### config.mk
export PLATFORM = sky130hd
export DESIGN_NAME = fifo_unpacker
export DESIGN_NICKNAME = d
export VERILOG_FILES = /design/src/rtl/fifo_unpacker.sv
export SDC_FILE = /design/constraint.sdc
export NUM_CORES = 1
export LEC_CHECK = 0
export BUFFER_PORTS_ARGS = -buffer_cell sky130_fd_sc_hd__buf_2
export CORE_MARGIN = 2
export CORE_UTILIZATION = 45
export CTS_BUF_LIST = sky130_fd_sc_hd__clkbuf_16
export CTS_CLUSTER_SIZE = 14
export DETAILED_ROUTE_END_ITERATION = 8
export PLACE_DENSITY = 0.7
export RECOVER_POWER = 50
export SYNTH_ARGS = -nofsm -noshare
export SYNTH_HDL_FRONTEND = slang
export SYNTH_SLANG_ARGS = --single-unit
### constraint.sdc
create_clock -name clk -period 1.71 [get_ports clk]
set_input_delay 0.342 -clock clk [delete_from_list [all_inputs] [get_ports clk]]
set_output_delay 0.342 -clock clk [all_outputs]
set_load 0.1 [all_outputs]
### src/rtl/fifo_unpacker.sv
// Pops wide words from a show-ahead FIFO read port and replays each one as
// DataWidth/OutWidth narrow beats on a valid/ready stream, LSB slice first.
module fifo_unpacker #(
  parameter int DataWidth = 32,
  parameter int OutWidth  = 8,
  localparam int Ratio    = DataWidth / OutWidth,
  localparam int CntWidth = (Ratio > 1) ? $clog2(Ratio) : 1
) (
  input  logic                 clk,
  input  logic                 rst,
  input  logic                 fifoEmpty,
  input  logic [DataWidth-1:0] fifoReadData,
  output logic                 fifoReadEn,
  input  logic                 flush,
  output logic                 outValid,
  input  logic                 outReady,
  output logic [OutWidth-1:0]  outData,
  output logic                 outLast,
  output logic                 busy
);

  localparam logic [CntWidth-1:0] LastCnt = CntWidth'(Ratio - 1);

  logic [DataWidth-1:0]             wordReg;
  logic                             holdValid;
  logic [CntWidth-1:0]              sliceCnt;
  logic [Ratio-1:0][OutWidth-1:0]   slices;
  logic                             accept;
  logic                             lastAccept;

  // Viewing the held word as an array of slices keeps the beat mux a plain index.
  assign slices     = wordReg;
  assign outValid   = holdValid;
  assign outData    = slices[sliceCnt];
  assign outLast    = holdValid && (sliceCnt == LastCnt);
  assign accept     = outValid && outReady;
  assign lastAccept = accept && outLast;

  // The pop is combinational so the next word loads on the same edge that
  // retires the last slice; gating with rst keeps the FIFO untouched in reset.
  assign fifoReadEn = !rst && !flush && !fifoEmpty && (!holdValid || lastAccept);
  assign busy       = holdValid | fifoReadEn;

  // NOTE: sequential state uses non-blocking assignments so every register
  // samples the pre-edge values regardless of statement order.
  always_ff @(posedge clk or posedge rst) begin
    if (rst) begin
      wordReg   <= '0;
      holdValid <= 1'b0;
      sliceCnt  <= '0;
    end else if (flush) begin
      holdValid <= 1'b0;
      sliceCnt  <= '0;
    end else if (fifoReadEn) begin
      wordReg   <= fifoReadData;
      holdValid <= 1'b1;
      sliceCnt  <= '0;
    end else if (lastAccept) begin
      holdValid <= 1'b0;
      sliceCnt  <= '0;
    end else if (accept) begin
      sliceCnt  <= sliceCnt + CntWidth'(1);
    end
  end

endmodule

==> metrics.txt <==
Period minus WS final 1.89 ns; global-route wire length before repair 5.42 mm; setup TNS -1.48 ns; Mean Syn Cell Area 17.6 um^2; clock slew at the register clock pins of the worst setup and hold paths 0.05 ns; number of max-cap violations 0; period utilization 110%; htree depth 2; clock buffer depth 2; drt drc 0; Yosys warning count 0; GR Util All Layers 17.2%; worst hold path type in2reg; status finished, violations left; Avg Vias per Cell 4.91; Crit path required time 1.37 ns; Sw Ratio 32.3%; Hold Buf Count CTS 0; post-route cell area 2340 um^2; Worst Max-Slew Pin Slew 0.851 ns; DIE AREA 4300 um^2; Final Hold Viols 0; fraction of layout instances using a drive strength above 1 71.9%; Final WS setup -0.178 ns; peak supply drop 732 uV; initial DRC count 45; Initial Util 46.6%; flop and latch count out of synthesis 35; largest net degree at the start of global routing 36; fillcell total 267; die height 65.6 um; most common cell in the netlist dfrtp_1; Area contributors post-synth dfrtp_1, mux2_4, mux4_2, buf_12, mux2_2; Logic pwr share 34.3%; violations in the final reports setup timing; GPL Wtd Cong 0.727; drt pass-1 iters 4; Placed Area 2090 um^2; CP endpoint kind primary output; Syn Inst Count 97; Synth Flop Type dfrtp_1; Internal 1980 uW; Critical Path Fanout Max 4; FF/Latch Area 882 um^2; post-synth top area share 51.3%; syn nets 135; Leakage 0.00111 uW; gr ovfl total 0; Max Slew Vio Count 0; Post-synth top cells dfrtp_1, mux2_4, mux4_2, mux2_2, nor2_1; Seq/Total Area, Yosys 51.3%; Psw 948 uW; sequential share of power 37.5%; Setup-failing EPs final 9; f_max 530 MHz; Cell Rows 22; footprint of the multi-input gates 773 um^2; library cells used by synthesis 18; Root Driver clkbuf_16; initial antenna violation count 0; Power Density 1250 nW/um^2; clk_skew 0.00782 ns; Die Wd 65.6 um; CTS buffer count 5; nature of the critical path startpoint register; vias in the first global route 1138; cell area after synthesis 1710 um^2; DRT antenna net count 0; Clk Latency, worst-skew pair 0.27 ns; area growth from synthesis to layout 37.1%; Ports 49; Clk pwr share 28.2%; Slew headroom 43.3%; CTS tree built; final wirelength 3.22 mm; HPWL after detailed placement 2.33 mm; Synth area leader dfrtp_1; Post-synth EDFFs 0; post-synthesis async set-or-reset flop share 100%; DR WL/cell 15.5 um; IO buf count 48; critical path class reg2out; RSZ-0062 raised after global routing true; Antenna Cells 0; CORE AREA 3660 um^2; nets 197; crit path DAT 1.55 ns; DR vias 1021; TritonCTS Sinks 35
registers in the layout, indices dropped and copies added, names as in the netlist:
register and count:
outValid 1, sliceCnt 2, slices 32
final timing paths:
| path | startpoint | end | slack, ns | cells after the start |
|---|---|---|---|---|
| min reg2reg | slices[30] | slices[30] | 0.51 | 1 |
| min in group asynchronous | rst | slices[26] | 0.35 | 3 |
| max reg2reg | sliceCnt[1] | slices[31] | 0.08 | 5 |
| max in group asynchronous | rst | outValid | 0.74 | 3 |
| max | sliceCnt[0] | outData[1] | -0.18 | 3 |
| min | flush | outValid | 0.29 | 2 |
layout make-up:
| class | instances | share of cell area [%] |
|---|---|---|
| well taps | 48 | 2.57 |
| clock buffers | 5 | 5.35 |
| flip-flops and latches | 35 | 37.7 |
| repair buffers | 61 | 20.6 |
| inverters | 1 | 0.160 |
| multi-input cells | 55 | 33.0 |
| clock inverters | 3 | 0.535 |
metal layers:
metal	vias to the layer above	global-route usage [%]	wire, um
met2	34	27.6	1580
met1	509	21.6	1380
met4	0	4.69	34
li1	473	-	-
met5	-	0	0
met3	5	7.19	226
stage by stage:
stage / hold slack [ns] / util, % / setup WS [ns] / power, uW / cells
global route: 0.287 / 63.9 / -0.225 / 3070 / 208
floorplan: 0.405 / - / -0.0202 / 1830 / 97
detailed placement: 0.489 / 57.1 / -0.0684 / 2050 / 196
finish: 0.286 / 63.9 / -0.178 / 2930 / 208
CTS: 0.204 / 62.3 / -0.206 / 2940 / 206
global placement: 0.483 / 57.1 / 0.0267 / 2020 / 196
cell families (layout without fill, tap and decap cells):
family                     Yosys count  in the layout  share of synthesized area [%]
adders and majority gates            1              1                          0.733
DFF                                 35             35                           51.3
and+or+nand+nor                     11             11                           3.52
muxes                               42             42                           38.8
AOI/OAI and AO/OA                    1              1                          0.660
buffers and inverters                7             70                           4.99
cells in the final DEF (no fill, tap or decap):
cell,count
a21boi_4,1
and2_4,1
buf_12,7
buf_2,36
buf_4,7
buf_6,9
clkbuf_1,1
clkbuf_16,5
clkbuf_2,1
clkinv_2,1
dfrtp_1,32
dfrtp_2,2
dfrtp_4,1
ha_4,1
inv_1,3
mux2_2,5
mux2_4,27
mux2i_1,2
mux4_2,8
nand2_1,1
nor2_1,4
nor2b_4,1
nor3_1,2
nor3_2,1
or2_2,1
power groups by stage:
| stage | Clock [uW] | Combinational, uW | Sequential, uW |
|---|---|---|---|
| floorplan | 0 | 748 | 1080 |
| global placement | 0 | 922 | 1100 |
| detailed placement | 0 | 940 | 1110 |
| CTS | 844 | 998 | 1100 |
| global route | 902 | 1050 | 1120 |
| finish | 826 | 1010 | 1100 |
worst max-delay path, stage by stage, from the launching register on:
cell and delay [ns]:
dfrtp_2 0.41, buf_6 0.14, mux4_2 0.53, buf_12 0.19
what timing repair did:
action	in CTS	in global routing
pin swaps	1	1
endpoints found under the setup margin	26	26
gates cloned	0	0
resized for setup	13	11
buffers inserted	2	2
Power figures use the tool's default switching activity.
